File: src/rtl/booth_arbiter_if.sv
// Bundle of requester, response and multiplier-side signals for booth_arbiter.
// slave is the arbiter's view; master is the view of everything around it.
interface booth_arbiter_if #(
  parameter int N_REQ = 4,
  parameter int X     = 8,
  parameter int Y     = 8
);
  localparam int ID_W = $clog2(N_REQ);

  logic [N_REQ-1:0]   req_valid;
  logic [N_REQ*X-1:0] req_m;
  logic [N_REQ*Y-1:0] req_r;
  logic [N_REQ-1:0]   gnt;
  logic               rsp_valid;
  logic               rsp_ready;
  logic [ID_W-1:0]    rsp_id;
  logic [X+Y-1:0]     rsp_product;
  logic               rsp_err;
  logic               mul_load;
  logic [X-1:0]       mul_m;
  logic [Y-1:0]       mul_r;
  logic               mul_done;
  logic [X+Y-1:0]     mul_product;

  modport slave (
    input  req_valid, req_m, req_r, rsp_ready, mul_done, mul_product,
    output gnt, rsp_valid, rsp_id, rsp_product, rsp_err, mul_load, mul_m, mul_r
  );

  modport master (
    output req_valid, req_m, req_r, rsp_ready, mul_done, mul_product,
    input  gnt, rsp_valid, rsp_id, rsp_product, rsp_err, mul_load, mul_m, mul_r
  );
endinterface

File: src/rtl/booth_arbiter.sv
// Round-robin scheduler sharing one Booth multiplier between N_REQ requesters,
// with a watchdog that turns a stuck multiplier into an error response.
module booth_arbiter #(
  parameter int N_REQ   = 4,
  parameter int X       = 8,
  parameter int Y       = 8,
  parameter int TIMEOUT = 2*Y+8
) (
  input  logic                 clk,
  input  logic                 reset,
  booth_arbiter_if.slave       bus,
  output logic [2:0]           dbg_state
);
  localparam int ID_W = $clog2(N_REQ);
  localparam int WD_W = $clog2(TIMEOUT+1);
  localparam logic [WD_W-1:0] WD_LAST = WD_W'(TIMEOUT-1);

  typedef enum logic [2:0] {
    SYNC, IDLE, ISSUE, WAIT_BUSY, WAIT_DONE, RESP
  } state_t;

  state_t            state_q, state_d;
  logic [ID_W-1:0]   rr_q, rr_d;
  logic [ID_W-1:0]   id_q, id_d;
  logic [X-1:0]      m_q, m_d;
  logic [Y-1:0]      r_q, r_d;
  logic [X+Y-1:0]    prod_q, prod_d;
  logic              err_q, err_d;
  logic [WD_W-1:0]   wd_q, wd_d;
  logic [N_REQ-1:0]  gnt_c;
  logic              found;
  logic [ID_W-1:0]   sel;

  function automatic logic [ID_W-1:0] wrap_idx(input int base, input int k);
    return ID_W'((base + k) % N_REQ);
  endfunction

  // First requester at or after the round-robin pointer, wrapping.
  always_comb begin
    found = 1'b0;
    sel   = '0;
    for (int k = 0; k < N_REQ; k++) begin
      if (!found && bus.req_valid[wrap_idx(int'(rr_q), k)]) begin
        found = 1'b1;
        sel   = wrap_idx(int'(rr_q), k);
      end
    end
  end

  // Response channel: rsp_valid stays high with id/product/err frozen until
  // a cycle with rsp_ready high; that cycle is the transfer.
  always_comb begin
    state_d = state_q;
    rr_d    = rr_q;
    id_d    = id_q;
    m_d     = m_q;
    r_d     = r_q;
    prod_d  = prod_q;
    err_d   = err_q;
    wd_d    = wd_q;
    gnt_c   = '0;
    case (state_q)
      SYNC: begin
        if (bus.mul_done) state_d = IDLE;
      end
      IDLE: begin
        if (found) begin
          gnt_c[sel] = 1'b1;
          id_d       = sel;
          m_d        = bus.req_m[int'(sel)*X +: X];
          r_d        = bus.req_r[int'(sel)*Y +: Y];
          state_d    = ISSUE;
        end
      end
      ISSUE: begin
        wd_d    = '0;
        state_d = WAIT_BUSY;
      end
      WAIT_BUSY: begin
        if (wd_q == WD_LAST) begin
          prod_d  = '0;
          err_d   = 1'b1;
          state_d = RESP;
        end else begin
          wd_d = wd_q + WD_W'(1);
          if (!bus.mul_done) state_d = WAIT_DONE;
        end
      end
      WAIT_DONE: begin
        if (bus.mul_done) begin
          prod_d  = bus.mul_product;
          err_d   = 1'b0;
          state_d = RESP;
        end else if (wd_q == WD_LAST) begin
          prod_d  = '0;
          err_d   = 1'b1;
          state_d = RESP;
        end else begin
          wd_d = wd_q + WD_W'(1);
        end
      end
      RESP: begin
        if (bus.rsp_ready) begin
          rr_d    = (id_q == ID_W'(N_REQ-1)) ? '0 : id_q + ID_W'(1);
          state_d = IDLE;
        end
      end
      default: state_d = SYNC;
    endcase
  end

  always_ff @(posedge clk) begin
    if (!reset) begin
      state_q <= SYNC;
      rr_q    <= '0;
      id_q    <= '0;
      m_q     <= '0;
      r_q     <= '0;
      prod_q  <= '0;
      err_q   <= 1'b0;
      wd_q    <= '0;
    end else begin
      state_q <= state_d;
      rr_q    <= rr_d;
      id_q    <= id_d;
      m_q     <= m_d;
      r_q     <= r_d;
      prod_q  <= prod_d;
      err_q   <= err_d;
      wd_q    <= wd_d;
    end
  end

  assign bus.gnt         = gnt_c;
  assign bus.rsp_valid   = (state_q == RESP);
  assign bus.rsp_id      = id_q;
  assign bus.rsp_product = prod_q;
  assign bus.rsp_err     = err_q;
  assign bus.mul_load    = (state_q == ISSUE);
  assign bus.mul_m       = m_q;
  assign bus.mul_r       = r_q;
  assign dbg_state       = state_q;
endmodule

File: src/flat_wrapper.sv
// flat-port wrapper written by rule: the top's interface ports become plain ports
module booth_arbiter_flat 
#(
  parameter int N_REQ   = 4,
  parameter int X       = 8,
  parameter int Y       = 8,
  parameter int TIMEOUT = 2*Y+8
)
  (clk, reset, dbg_state, bus_req_valid, bus_req_m, bus_req_r, bus_rsp_ready, bus_mul_done, bus_mul_product, bus_gnt, bus_rsp_valid, bus_rsp_id, bus_rsp_product, bus_rsp_err, bus_mul_load, bus_mul_m, bus_mul_r);
  booth_arbiter_if #(.N_REQ(N_REQ), .X(X), .Y(Y)) bus_i ();
  input  logic clk;
  input  logic reset;
  output logic [2:0] dbg_state;
  input wire logic [$bits(bus_i.req_valid)-1:0] bus_req_valid;
  input wire logic [$bits(bus_i.req_m)-1:0] bus_req_m;
  input wire logic [$bits(bus_i.req_r)-1:0] bus_req_r;
  input wire logic [$bits(bus_i.rsp_ready)-1:0] bus_rsp_ready;
  input wire logic [$bits(bus_i.mul_done)-1:0] bus_mul_done;
  input wire logic [$bits(bus_i.mul_product)-1:0] bus_mul_product;
  output wire logic [$bits(bus_i.gnt)-1:0] bus_gnt;
  output wire logic [$bits(bus_i.rsp_valid)-1:0] bus_rsp_valid;
  output wire logic [$bits(bus_i.rsp_id)-1:0] bus_rsp_id;
  output wire logic [$bits(bus_i.rsp_product)-1:0] bus_rsp_product;
  output wire logic [$bits(bus_i.rsp_err)-1:0] bus_rsp_err;
  output wire logic [$bits(bus_i.mul_load)-1:0] bus_mul_load;
  output wire logic [$bits(bus_i.mul_m)-1:0] bus_mul_m;
  output wire logic [$bits(bus_i.mul_r)-1:0] bus_mul_r;
  assign bus_i.req_valid = bus_req_valid;
  assign bus_i.req_m = bus_req_m;
  assign bus_i.req_r = bus_req_r;
  assign bus_i.rsp_ready = bus_rsp_ready;
  assign bus_i.mul_done = bus_mul_done;
  assign bus_i.mul_product = bus_mul_product;
  assign bus_gnt = bus_i.gnt;
  assign bus_rsp_valid = bus_i.rsp_valid;
  assign bus_rsp_id = bus_i.rsp_id;
  assign bus_rsp_product = bus_i.rsp_product;
  assign bus_rsp_err = bus_i.rsp_err;
  assign bus_mul_load = bus_i.mul_load;
  assign bus_mul_m = bus_i.mul_m;
  assign bus_mul_r = bus_i.mul_r;
  booth_arbiter #(.N_REQ(N_REQ), .X(X), .Y(Y), .TIMEOUT(TIMEOUT)) u_core (.clk(clk), .reset(reset), .bus(bus_i), .dbg_state(dbg_state));
endmodule
File: config.mk
export PLATFORM = sky130hd
export DESIGN_NAME = booth_arbiter_flat
export DESIGN_NICKNAME = d
export VERILOG_FILES = /design/src/rtl/booth_arbiter_if.sv /design/src/rtl/booth_arbiter.sv /design/src/flat_wrapper.sv
export SDC_FILE = /design/constraint.sdc
export NUM_CORES = 1
export LEC_CHECK = 0
export BUFFER_PORTS_ARGS = -buffer_cell sky130_fd_sc_hd__clkbuf_2
export CAP_MARGIN = 25
export CORE_ASPECT_RATIO = 1.25
export CORE_UTILIZATION = 45
export CTS_CLUSTER_SIZE = 10
export DETAILED_ROUTE_END_ITERATION = 8
export PLACE_DENSITY = 0.84
export SYNTH_ARGS = -nofsm -noshare
export SYNTH_HDL_FRONTEND = slang
export SYNTH_SLANG_ARGS = --single-unit
File: constraint.sdc
create_clock -name clk -period 2.8 [get_ports clk]
set_clock_uncertainty 0.15 [all_clocks]
set_input_delay 0.56 -clock clk [delete_from_list [all_inputs] [get_ports clk]]
set_output_delay 0.56 -clock clk [all_outputs]
set_load 0.1 [all_outputs]
==> flow_results.org, run 1 <==
** Run status
- Outcome :: finished clean

** Placed design
- Once placement completed, the tool counted placed cells totaling 435.
- The HPWL after detailed placement is 4.67 mm.
- At the end of routability-driven placement, the weighted congestion stood at ~0.81.
- During placement, the flow inserted port buffers numbering 131.

** Synth
- Biggest area contributors in the synthesized netlist :: sky130_fd_sc_hd__dfxtp_1 (39%), sky130_fd_sc_hd__mux2i_1 (12%), sky130_fd_sc_hd__nor2_1 (7.1%), sky130_fd_sc_hd__a22oi_1 (5.2%), sky130_fd_sc_hd__a2111oi_0 (4.5%)
- Counting flops with a built-in enable in the synthesized netlist gives 0.
- Post-synth top area cell :: sky130_fd_sc_hd__dfxtp_1
- Sequential cells were found to cover roughly 39% of the synthesized design area.
- Flip-flop and latch count after synthesis :: 45
- Ys flop type :: sky130_fd_sc_hd__dfxtp_1
- Post-synth net total :: around 350
- Number of different library cells in the post-synthesis netlist :: 44
- The Yosys step of the flow raised 0 warnings.
- Counting flops with an async set or reset pin after synthesis yields a share of 0%.
- After technology mapping, the gate count stands at 256.
- The cell area that synthesis handed to floorplanning was about 0.0023 mm^2.
- Area share of the leading cell type in the synthesized netlist :: 38.7%
- In this run the mean area of a mapped cell was 9.09 um^2.

** Power and ir drop
- Maximum resistive drop on vdd :: roughly 0.47 mV
- Static leakage power :: 1.52 nW
- Pwr per Cell Area :: 641 mW/mm^2

** Global route
- For this run, the total global-route usage over all layers was measured as roughly 23%.
- Overall overflow remaining after global route :: 0
- The first global-routing pass estimated 9.69 mm of wire.
- Entering global routing, the biggest net connects 32 pins.
- Via count of the first global-routing pass :: 2296
- Number of antenna violations at the first check in global routing :: 0

** Timing
- Max Fclk :: 373 MHz
- The worst pin sits at a relative slew slack of 34.1%.
- Setup violations remaining at the end of the flow were counted as 0.
- The number of hold violations in the final report came to 0.
- Unrepaired setup endpoints after global routing :: no
- Dividing the final minimum period by the clock period gives ~96%.
- Slew at the pin closest to its max-slew limit :: around 0.99 ns
- The max-slew violation count came to 0.
- For the finished layout, the period the worst path requires is between 2 and 3 ns.
- Hold timing on the final database bottoms out at a slack of 0.347 ns.

** Clock tree
- Clk slew on worst S/H paths :: 0.09 ns
- Post-cts hold buffer count :: 0
- Worst-skew pair later-pin latency :: 0.30 ns
- CTS tree :: yes
- The number of clock buffers added by TritonCTS is 5.
- The longest clock path from root to sink contains 2 buffers.
- Clock Root Buffer :: sky130_fd_sc_hd__clkbuf_8
- Clock tree synthesis found a total of 45 sinks.
- CTS built an H-tree with a depth of 2.

** Worst setup path
- In this run the worst setup path begins at u_core.rr_q[1]$_SDFFE_PN0P_.
- Worst Path Required :: 2.09 ns
- Nature of the critical path endpoint :: output pin
- Crit Reg-Reg Startpoint :: u_core.rr_q[1]$_SDFFE_PN0P_
- The worst register-to-register path has a depth of 6.
- Data arrives at the worst endpoint at 1.97 ns.
- Along the worst path, the maximum fanout reaches 7.
- The worst setup path is launched from a flop.
- Kind of critical path :: flop to output pin

** Die
- Height of the chip :: 82.4 um
- The die covers 0.00546 mm^2.
- Core area :: between 0.004 and 0.005 mm^2
- For this configuration, the core starts out at a cell density of 48.1%.
- Row generation in the floorplan step produced 28 rows.
- 132 I/O pins were placed.
- Horizontal die dimension :: 66.3 um

** Finish
- From synthesis to final layout, the design area changed by 38.0%.
- Cells with a size suffix above 1 make up 42.8% of the layout.
- For this run, the post-layout net count is ~470.
- Final non-filler cell total :: approximately 440
- Ant diodes :: 0

** Hold path
- Cell depth of the worst min-delay path :: 2
- Worst Hold Launch :: u_core.bus.mul_m[2]$_SDFFE_PN0P_
- Min-Delay Path Class :: flop to flop

** Run
- The tool flagged a number of max-cap violations equal to 0.

** Routing
- The first routing iteration left 120 violations.
- In this run the remaining antenna-violating nets after routing total 0.
- After detailed routing, the average wire length per cell comes to 13.8 um.
- Dividing the detail-routed via count by the number of cells gives 5.60.
- For this block, the routed nets add up to 6.12 mm of wire.
- Routed vias :: 2483
- Residual DRC count :: 0
- The pre-antenna-repair detailed-routing pass consisted of 4 iterations.
## power by group
part	total (mW)	leakage [nW]	internal [mW]	switching, mW
clock	0.423	0.0512	0.200	0.223
combinational	0.875	1.10	0.221	0.654
sequential	0.760	0.367	0.703	0.0575
total	2.06	1.52	1.12	0.934
## cell usage after synthesis (2+ instances only)
master                      count
sky130_fd_sc_hd__nand2_1        6
sky130_fd_sc_hd__a22oi_1       16
sky130_fd_sc_hd__nand3_1       11
sky130_fd_sc_hd__nand4_1        2
sky130_fd_sc_hd__a21boi_0       8
sky130_fd_sc_hd__ha_1           2
sky130_fd_sc_hd__o21a_1         2
sky130_fd_sc_hd__nor2_1        44
sky130_fd_sc_hd__a211oi_1       3
sky130_fd_sc_hd__nand2b_1       3
sky130_fd_sc_hd__inv_1          6
sky130_fd_sc_hd__clkbuf_1       7
sky130_fd_sc_hd__o21ai_0        3
sky130_fd_sc_hd__a21oi_1        9
sky130_fd_sc_hd__a2111oi_1      2
sky130_fd_sc_hd__a2111oi_0     12
sky130_fd_sc_hd__buf_6          2
sky130_fd_sc_hd__mux2_2         2
sky130_fd_sc_hd__o22a_1         2
sky130_fd_sc_hd__o221ai_1       9
sky130_fd_sc_hd__nand3b_1       2
sky130_fd_sc_hd__dfxtp_1       45
sky130_fd_sc_hd__mux2i_1       28
sky130_fd_sc_hd__nor3_1         4
sky130_fd_sc_hd__buf_2          7
## critical path: stages (launching register included)
cell	delay, ns
sky130_fd_sc_hd__dfxtp_1	0.48
sky130_fd_sc_hd__mux2i_1	0.25
sky130_fd_sc_hd__o22a_1	0.19
sky130_fd_sc_hd__a21boi_4	0.28
sky130_fd_sc_hd__nand2_2	0.15
sky130_fd_sc_hd__nor2_4	0.15
sky130_fd_sc_hd__buf_12	0.18
## sequential cells by signal, summed over array words and instances, names as in the netlist
signal,count
u_core.bus.rsp_product,16
u_core.bus.mul_m,8
u_core.bus.mul_r,8
u_core.wd_q,5
u_core.dbg_state,3
u_core.bus.rsp_id,2
u_core.rr_q,2
u_core.bus.rsp_err,1
## cell families (layout without fill, tap and decap cells)
| logic type | count (synthesis) | in the layout | synth area share (%) |
|---|---|---|---|
| AND/OR/NAND/NOR | 83 | 83 | 17.8 |
| AO/OA/AOI/OAI | 72 | 72 | 23.6 |
| flip-flops | 45 | 45 | 38.7 |
| multiplexers | 30 | 30 | 13.0 |
| buffers and inverters | 23 | 150 | 5.43 |
| adder cells (fa/ha/maj) | 2 | 2 | 1.08 |
| XOR/XNOR | 1 | 1 | 0.377 |
## metrics by stage
stage	power (mW)	worst slack [ns]	util, %	cell area [um^2]	setup TNS [ns]
after floorplan	1.46	-0.0108	-	2370	-0.0108
after global placement	1.63	0.260	64.2	3100	0
after detailed placement	1.65	0.210	64.2	3100	0
after CTS	2.07	0.0106	66.2	3200	0
after global routing	2.15	0.0439	66.4	3210	0
final	2.06	0.119	66.4	3210	0
## area by class of cell
class                   instances  area (um^2)
fillers                       390         1630
multi-input cells             188         1360
flip-flops and latches         45          907
repair buffers                136          753
clock buffers                   6         82.6
well taps                      60         75.1
inverters                       6         22.5
clock inverters                 2         13.8
## worst paths after layout
kind	slack (ns)	end
hold / removal	0.35	u_core.bus.mul_m[2]$_SDFFE_PN0P_
hold reg to reg	0.35	u_core.bus.mul_m[2]$_SDFFE_PN0P_
setup reg to reg	0.57	u_core.bus.mul_r[4]$_SDFFE_PN0P_
setup / recovery	0.12	bus_gnt[1]
## metal layers
layer,global-route usage (%),up-vias,part of all wire [%]
met3,4.81,10,8.1
met5,0,-,0
met2,42.9,116,51
li1,-,1214,-
met1,25.3,1143,39
met4,7.45,0,1.9
## timing repair
item,in CTS,in global routing
setup endpoints to repair,0,2
buffers inserted,0,0
gates resized for setup,0,2
## cell usage in the layout, fill, tap and decap left out, types with 7 or more instances in the layout
cell | Yosys | routed
sky130_fd_sc_hd__clkbuf_2 | 0 | 127
sky130_fd_sc_hd__dfxtp_1 | 45 | 42
sky130_fd_sc_hd__nor2_1 | 44 | 40
sky130_fd_sc_hd__mux2i_1 | 28 | 28
sky130_fd_sc_hd__a22oi_1 | 16 | 16
sky130_fd_sc_hd__a2111oi_0 | 12 | 12
sky130_fd_sc_hd__nand3_1 | 11 | 11
sky130_fd_sc_hd__a21oi_1 | 9 | 9
sky130_fd_sc_hd__o221ai_1 | 9 | 9
sky130_fd_sc_hd__a21boi_0 | 8 | 7
(Power assumes the default switching activity.)
==> run 2, diff against run 1 <==
--- a/config.mk
+++ b/config.mk
@@ -11,7 +11,8 @@
 export CORE_UTILIZATION = 45
 export CTS_CLUSTER_SIZE = 10
 export DETAILED_ROUTE_END_ITERATION = 8
-export PLACE_DENSITY = 0.84
+export PLACE_DENSITY = 0.93
+export SKIP_CTS_REPAIR_TIMING = 1
 export SYNTH_ARGS = -nofsm -noshare
 export SYNTH_HDL_FRONTEND = slang
 export SYNTH_SLANG_ARGS = --single-unit
==> flow_results.org, run 2 (synthesized netlist as in run 1, its figures left out) <==
** Worst setup path
- The classification of the worst setup path is flop to output pin (unchanged).
- Delay of the slowest cell on the worst path :: 0.47 ns (was 0.48 ns)
- Kind of start point of the critical path :: flop (unchanged)
- Series of cell instances along the critical path: mux2i_1, o22a_1, a21boi_2, nand2_2, nor2_4, buf_12 (was mux2i_1, o22a_1, a21boi_4, nand2_2, nor2_4, buf_12).
- Worst Path Required :: 2.09 ns (about the same)
- Nature of the critical path endpoint :: output pin (unchanged)
- The critical register-to-register path startpoint is u_core.rr_q[1]$_SDFFE_PN0P_ (unchanged).
- The largest fanout on the critical path was 7 (unchanged).
- The launch point of the critical path is u_core.rr_q[1]$_SDFFE_PN0P_ (unchanged).
- The data arrival time of the worst path was 1.98 ns (was 1.97 ns).
- The slowest cell on the critical path is sky130_fd_sc_hd__dfxtp_1 (unchanged).

** Routing
- Routed vias :: 2498 (was 2483)
- Residual DRC count :: 0 (unchanged)
- The count of antenna-violating nets left after detailed routing is 0 (unchanged).
- Detailed-router iteration count before antenna repair :: 4 (unchanged)
- DRC marker count from the first detailed-route iteration :: 141 (was 120)
- The routed length per instance came to 14.6 um (was 13.8 um).
- The final wirelength is 6.49 mm (was 6.12 mm).
- The ratio of routed vias to standard cells was 5.63 (was 5.60).

** Die
- Effective utilization at floorplan :: 48.1% (unchanged)
- Horizontal die dimension :: 66.3 um (unchanged)
- The number of top-level pins is 132 (unchanged).
- The number of placement rows was 28 (unchanged).
- Core area :: 0.00483 mm^2 (unchanged)
- The height of the chip was 82.4 um (unchanged).
- The total die area came to 0.00546 mm^2 (unchanged).

** Run status
- Outcome: finished clean (unchanged).

** Timing
- Unrepaired setup endpoints after global routing: no (unchanged).
- Post-layout minimum cycle time :: 2.69 ns (was 2.68 ns)
- The number of hold violations in the final report was 0 (unchanged).
- The number of endpoints failing setup at the final stage came to 0 (unchanged).
- Total count of max-transition violations in the final report :: 0 (unchanged)
- Relative slew slack :: 32.1% (was 34.1%)
- Max Fclk :: 372 MHz (was 373 MHz)
- Setup TNS :: 0 ns (unchanged)
- Slew at the pin closest to its max-slew limit :: 1.02 ns (was 0.985 ns)
- The portion of the clock cycle consumed by the worst path in the final layout is 95.9% (was 95.7%).

** Clock tree
- CTS H-tree lvls :: 2 (unchanged)
- Num CTS Buffers :: 5 (unchanged)
- Maximum count of clock buffers along a single path :: 2 (unchanged)
- Clock sink total :: 45 (unchanged)
- The cell at the root of the clock tree was sky130_fd_sc_hd__clkbuf_8 (unchanged).
- The insertion delay of the later-clocked pin in the worst-skew pair was 0.29 ns (was 0.30 ns).
- Clk slew on worst S/H paths :: 0.09 ns (about the same)
- CTS tree :: yes (unchanged)

** Finish
- The most common library cell in the layout ignoring fill and taps was sky130_fd_sc_hd__clkbuf_2 (unchanged).
- The area added between synthesis and finish is 38.6% (was 38.0%).
- Total number of nets in the final design :: 473 (was 472)
- Layout cells sized above 1 :: 42.7% (was 42.8%)
- Final non-filler cell total :: 444 (was 443)
- Ant diodes :: 0 (unchanged)
- Commonest cells after routing, fill and taps aside: sky130_fd_sc_hd__clkbuf_2 (127), sky130_fd_sc_hd__dfxtp_1 (42), sky130_fd_sc_hd__nor2_1 (40) (unchanged).
- Post-Layout Inst Area :: 0.00322 mm^2 (was 0.00321 mm^2)
- The final standard cell utilization of the core is 66.7% (was 66.4%).
- Largest register FFs :: 16 (unchanged)

** Placed design
- Count of port buffers added during placement :: 131 (unchanged)
- Number of cells after detailed placement :: 436 (was 435)
- Cell area reported after detailed placement :: 0.00311 mm^2 (was 0.00310 mm^2)
- Routability Congestion :: 0.899 (was 0.814)
- HPWL after detailed placement :: 5.11 mm (was 4.67 mm)

** Power and ir drop
- Maximum resistive drop on vdd :: 0.392 mV (was 0.468 mV)
- Total chip power :: 2.14 mW (was 2.06 mW)
- The power density over the cells was 664 mW/mm^2 (was 641 mW/mm^2).
- The leakage power is 1.52 nW (about the same).

** Global route
- GRT Resource Usage Total :: 23.1% (was 22.8%)
- Overall overflow remaining after global route :: 0 (unchanged)
- Number of antenna violations at the first check in global routing :: 0 (unchanged)
- Via count of the first global-routing pass :: 2221 (was 2296)
- The first-pass GRT wire length was 9.69 mm (unchanged).
- The maximum number of pins on one net before global-route repair is 32 (unchanged).

** Hold path
- The path category of the worst min-delay check is flop to flop (unchanged).
- Worst Hold Launch :: u_core.bus.rsp_err$_SDFFE_PN0P_ (was u_core.bus.mul_m[2]$_SDFFE_PN0P_)

** Run
- The max capacitance violation total came to 0 (unchanged).
## run 2: cell types whose count changed in the layout (fill, tap and decap cells not counted)
cell                        previous run  this run
sky130_fd_sc_hd__clkinv_2              1         0
sky130_fd_sc_hd__a21boi_4              1         0
sky130_fd_sc_hd__clkbuf_8              6         5
sky130_fd_sc_hd__buf_4                 5         6
sky130_fd_sc_hd__clkbuf_1              0         1
sky130_fd_sc_hd__bufinv_16             0         1
sky130_fd_sc_hd__a21boi_2              0         1
## run 2: final cells by class
class,instances,area (um^2)
clock inverter,2,38.8
clock buffer,6,72.6
timing repair buffer,137,761
multi-input combinational,188,1350
fill,375,1610
inverter,6,22.5
sequential,45,907
tap,60,75.1
## run 2: metrics by stage
stage	worst slack, ns	hold slack (ns)
2_1_floorplan	-0.0108	0.331
3_3_place_gp	0.261	0.316
3_5_place_dp	0.206	0.327
4_1_cts	0.0545	0.348
5_1_grt	0.00469	0.363
6_report	0.115	0.348
## run 2: critical path: cells and delay by family, from the launching register on
family                 cells  cell delay, ns
flip-flops                 1            0.47
multiplexers               1            0.21
buffers and inverters      1            0.18
AO/OA/AOI/OAI              2            0.49
AND/OR/NAND/NOR            2            0.33
## run 2: power breakdown
part           leakage [nW]  switching (mW)  internal, mW
logic                  1.10           0.660         0.225
registers             0.367          0.0600         0.703
clock network        0.0554           0.224         0.268
## run 2: final timing paths
path,endpoint,cells after the start,slack [ns]
max,bus_gnt[1],6,0.11
min,u_core.bus.rsp_err$_SDFFE_PN0P_,2,0.35
max reg2reg,u_core.bus.mul_r[7]$_SDFFE_PN0P_,5,0.68
min reg2reg,u_core.bus.rsp_err$_SDFFE_PN0P_,2,0.35
## run 2: per-layer routing
metal | track usage, % | vias up | part of all wire, %
met2 | 45.0 | 119 | 52
met5 | 0 | - | 0
li1 | - | 1218 | -
met4 | 5.74 | 0 | 1.0
met1 | 24.5 | 1153 | 39
met3 | 5.49 | 8 | 8.0
==> run 3, diff against run 2 <==
--- a/config.mk
+++ b/config.mk
@@ -8,10 +8,12 @@
 export BUFFER_PORTS_ARGS = -buffer_cell sky130_fd_sc_hd__clkbuf_2
 export CAP_MARGIN = 25
 export CORE_ASPECT_RATIO = 1.25
+export CORE_MARGIN = 2
 export CORE_UTILIZATION = 45
 export CTS_CLUSTER_SIZE = 10
 export DETAILED_ROUTE_END_ITERATION = 8
 export PLACE_DENSITY = 0.93
+export RECOVER_POWER = 25
 export SKIP_CTS_REPAIR_TIMING = 1
 export SYNTH_ARGS = -nofsm -noshare
 export SYNTH_HDL_FRONTEND = slang
==> flow_results.org, run 3 (synthesized netlist as in run 1, its figures left out) <==
** Worst setup path
- Critical path buffers and inverters :: 1 (unchanged)
- The critical path launch point type is a flop (unchanged).
- The data arrival time of the worst path came to 1.89 ns (was 1.98 ns).
- Series of cell instances along the critical path: mux2i_1, o22a_1, a21boi_2, nand2_2, nor2_4, buf_12 (unchanged).
- The classification of the worst setup path is flop to output pin (unchanged).
- The largest fanout on the critical path came to 7 (unchanged).
- Delay of the slowest cell on the worst path :: 0.41 ns (was 0.47 ns)
- Nature of the critical path endpoint :: output pin (unchanged)
- Worst R2R Setup Slack :: 0.69 ns (was 0.68 ns)
- Worst Path Required :: 2.09 ns (about the same)
- Worst reg2reg endpoint :: u_core.bus.mul_m[3]$_SDFFE_PN0P_ (was u_core.bus.mul_r[7]$_SDFFE_PN0P_)
- The kind of cell with the highest combined delay on the critical path is compound AO/OA/AOI/OAI gates (unchanged).
- FF-to-FF path depth :: 6 (was 5)
- Crit-path slowest cell :: sky130_fd_sc_hd__dfxtp_2 (was sky130_fd_sc_hd__dfxtp_1)
- Crit Reg-Reg Startpoint :: u_core.rr_q[1]$_SDFFE_PN0P_ (unchanged)

** Clock tree
- CTS tree :: yes (unchanged)
- The insertion delay of the later-clocked pin in the worst-skew pair is 0.30 ns (was 0.29 ns).
- The number of sinks driven by the clock tree was 45 (unchanged).
- The cell at the root of the clock tree was sky130_fd_sc_hd__clkbuf_8 (unchanged).
- The maximum buffer depth of the clock tree was 2 (unchanged).
- The number of buffers created by CTS was 5 (unchanged).
- CTS H-tree lvls :: 2 (unchanged)
- The clock-pin slew of the registers on the worst-case setup and hold paths came to 0.09 ns (about the same).

** Global route
- Via count of the first global-routing pass :: 2350 (was 2221)
- The total congestion overflow came to 0 (unchanged).
- The first-pass GRT wire length came to 9.96 mm (was 9.69 mm).
- Number of antenna violations at the first check in global routing :: 0 (unchanged)
- The maximum number of pins on one net before global-route repair is 32 (unchanged).
- The global router's overall resource usage came to 21.9% (was 23.1%).

** Die
- The core box area is 0.00504 mm^2 (was 0.00483 mm^2).
- Std-Cell Rows :: 29 (was 28)
- Height of the chip :: 84.4 um (was 82.4 um)
- Effective utilization at floorplan :: 46.1% (was 48.1%)
- Horizontal die dimension :: 68.3 um (was 66.3 um)
- The number of top-level pins was 132 (unchanged).
- Die area :: 0.00576 mm^2 (was 0.00546 mm^2)

** Finish
- The final-stage net count was 472 (was 473).
- Utilization after layout :: 63.4% (was 66.7%)
- Area added between synthesis and finish :: 37.5% (was 38.6%)
- The total area of sequential cells is 908 um^2 (was 907 um^2).
- The area taken by multi-input logic gates is 0.00135 mm^2 (unchanged).
- Ant diodes :: 0 (unchanged)
- Filler Cells Inserted :: 432 (was 375)
- Layout cells sized above 1 :: 37.9% (was 42.7%)
- Commonest cells after routing, fill and taps aside :: sky130_fd_sc_hd__clkbuf_2 (107), sky130_fd_sc_hd__dfxtp_1 (41), sky130_fd_sc_hd__nor2_1 (40) (was sky130_fd_sc_hd__clkbuf_2 (127), sky130_fd_sc_hd__dfxtp_1 (42), sky130_fd_sc_hd__nor2_1 (40))
- The most common library cell in the layout ignoring fill and taps is sky130_fd_sc_hd__clkbuf_2 (unchanged).
- The flip-flop count of the largest register, all copies and words added is 16 (unchanged).

** Timing
- The max-slew violation count came to 0 (unchanged).
- The portion of the clock cycle consumed by the worst path in the final layout is 92.9% (was 95.9%).
- Unrepaired setup endpoints after global routing :: no (unchanged)
- The number of hold violations in the final report was 0 (unchanged).
- The highest attainable clock frequency was 384 MHz (was 372 MHz).
- Post-layout minimum cycle time :: 2.60 ns (was 2.69 ns)
- The headroom to the max-slew limit is 22.0% (was 32.1%).
- Final Setup Violations :: 0 (unchanged)
- The transition at the pin with the smallest max-transition slack came to 1.17 ns (was 1.02 ns).
- The final-layout setup total negative slack was 0 ns (unchanged).
- The final hold slack came to 0.348 ns (about the same).

** Placed design
- The count of buffers inserted at the top-level ports was 131 (unchanged).
- The final weighted congestion in routability-driven placement came to 0.871 (was 0.899).
- The total half-perimeter wirelength after legalization and detailed placement came to 4.80 mm (was 5.11 mm).

** Routing
- The ratio of routed vias to standard cells was 5.53 (was 5.63).
- Total wire length after detailed routing :: 6.21 mm (was 6.49 mm)
- The routed length per instance came to 13.9 um (was 14.6 um).
- The total vias in the final route was 2463 (was 2498).
- The count of antenna-violating nets left after detailed routing is 0 (unchanged).
- DRC marker count from the first detailed-route iteration :: 102 (was 141)
- Detailed-router iteration count before antenna repair :: 5 (was 4)
- Residual DRC count :: 0 (unchanged)

** Power and ir drop
- Net Switching :: 0.946 mW (was 0.944 mW)
- The leakage power is 1.45 nW (was 1.52 nW).
- Total chip power :: 2.13 mW (was 2.14 mW)
- Maximum resistive drop on vdd :: 0.340 mV (was 0.392 mV)
- The internal power of the cells came to 1.18 mW (was 1.20 mW).
- The proportion of total power due to net switching came to 44.4% (was 44.1%).
- Fraction of power consumed by the clock network :: 23.3% (was 23.0%)
- The sequential fraction of design power came to 35.7% (about the same).
- The power density over the cells came to 666 mW/mm^2 (was 664 mW/mm^2).
- The combinational share of power came to 41.0% (was 41.3%).

** Hold path
- The launch point of the worst hold path was u_core.bus.rsp_err$_SDFFE_PN0P_ (unchanged).
- Cell depth of the worst min-delay path :: 2 (unchanged)
- The path category of the worst min-delay check is flop to flop (unchanged).
- Hold worst-path end :: u_core.bus.rsp_err$_SDFFE_PN0P_ (unchanged)

** Run
- Max-cap viol count :: 0 (unchanged)

** Run status
- Outcome: finished clean (unchanged).
run 3: worst max-delay path by stage:
| stage | startpoint | to | slack [ns] | cells after the start |
|---|---|---|---|---|
| floorplan | u_core.dbg_state[1]$_SDFFE_PN0P_ | bus_gnt[0] | -0.01 | 5 |
| global route | u_core.rr_q[1]$_SDFFE_PN0P_ | bus_gnt[1] | 0.03 | 6 |
| detailed placement | bus_req_valid[0] | u_core.bus.mul_r[2]$_SDFFE_PN0P_ | 0.19 | 7 |
| global placement | bus_req_valid[0] | bus_gnt[1] | 0.26 | 7 |
| finish | u_core.rr_q[1]$_SDFFE_PN0P_ | bus_gnt[1] | 0.20 | 6 |
| CTS | u_core.rr_q[1]$_SDFFE_PN0P_ | bus_gnt[1] | 0.05 | 6 |
run 3: per-layer routing:
metal	global-route usage, %	wire [um]	up-vias
li1	-	-	1217
met1	24.4	2490	1135
met2	37.9	3100	94
met3	5.76	418	17
met4	9.64	199	0
met5	0	0	-
run 3: worst min-delay path: cells and delay by family (launching register included):
| kind | cells | cell delay, ns |
|---|---|---|
| AND/OR/NAND/NOR | 2 | 0.14 |
| flip-flops | 1 | 0.32 |
run 3: stage by stage:
stage / setup WS (ns) / cells / instance area, um^2
finish: 0.199 / 445 / 3200
global route: 0.0267 / 445 / 3200
CTS: 0.0457 / 445 / 3220
detailed placement: 0.192 / 437 / 3110
global placement: 0.260 / 437 / 3110
floorplan: -0.0108 / 256 / 2370
run 3: area by class of cell:
cell class | count | share of cell area (%)
Multi-Input combinational cell | 188 | 42.1
Sequential cell | 45 | 28.4
Timing Repair Buffer | 136 | 22.8
Tap cell | 62 | 2.42
Clock buffer | 5 | 2.15
Clock inverter | 3 | 1.45
Inverter | 6 | 0.704
run 3: power groups by stage:
stage               Combinational (mW)  Sequential, mW  Clock, mW
floorplan                        0.321            1.14          0
global placement                 0.864           0.771          0
detailed placement               0.879           0.775          0
CTS                              0.881           0.760      0.506
global route                     0.917           0.771      0.537
finish                           0.873           0.760      0.497
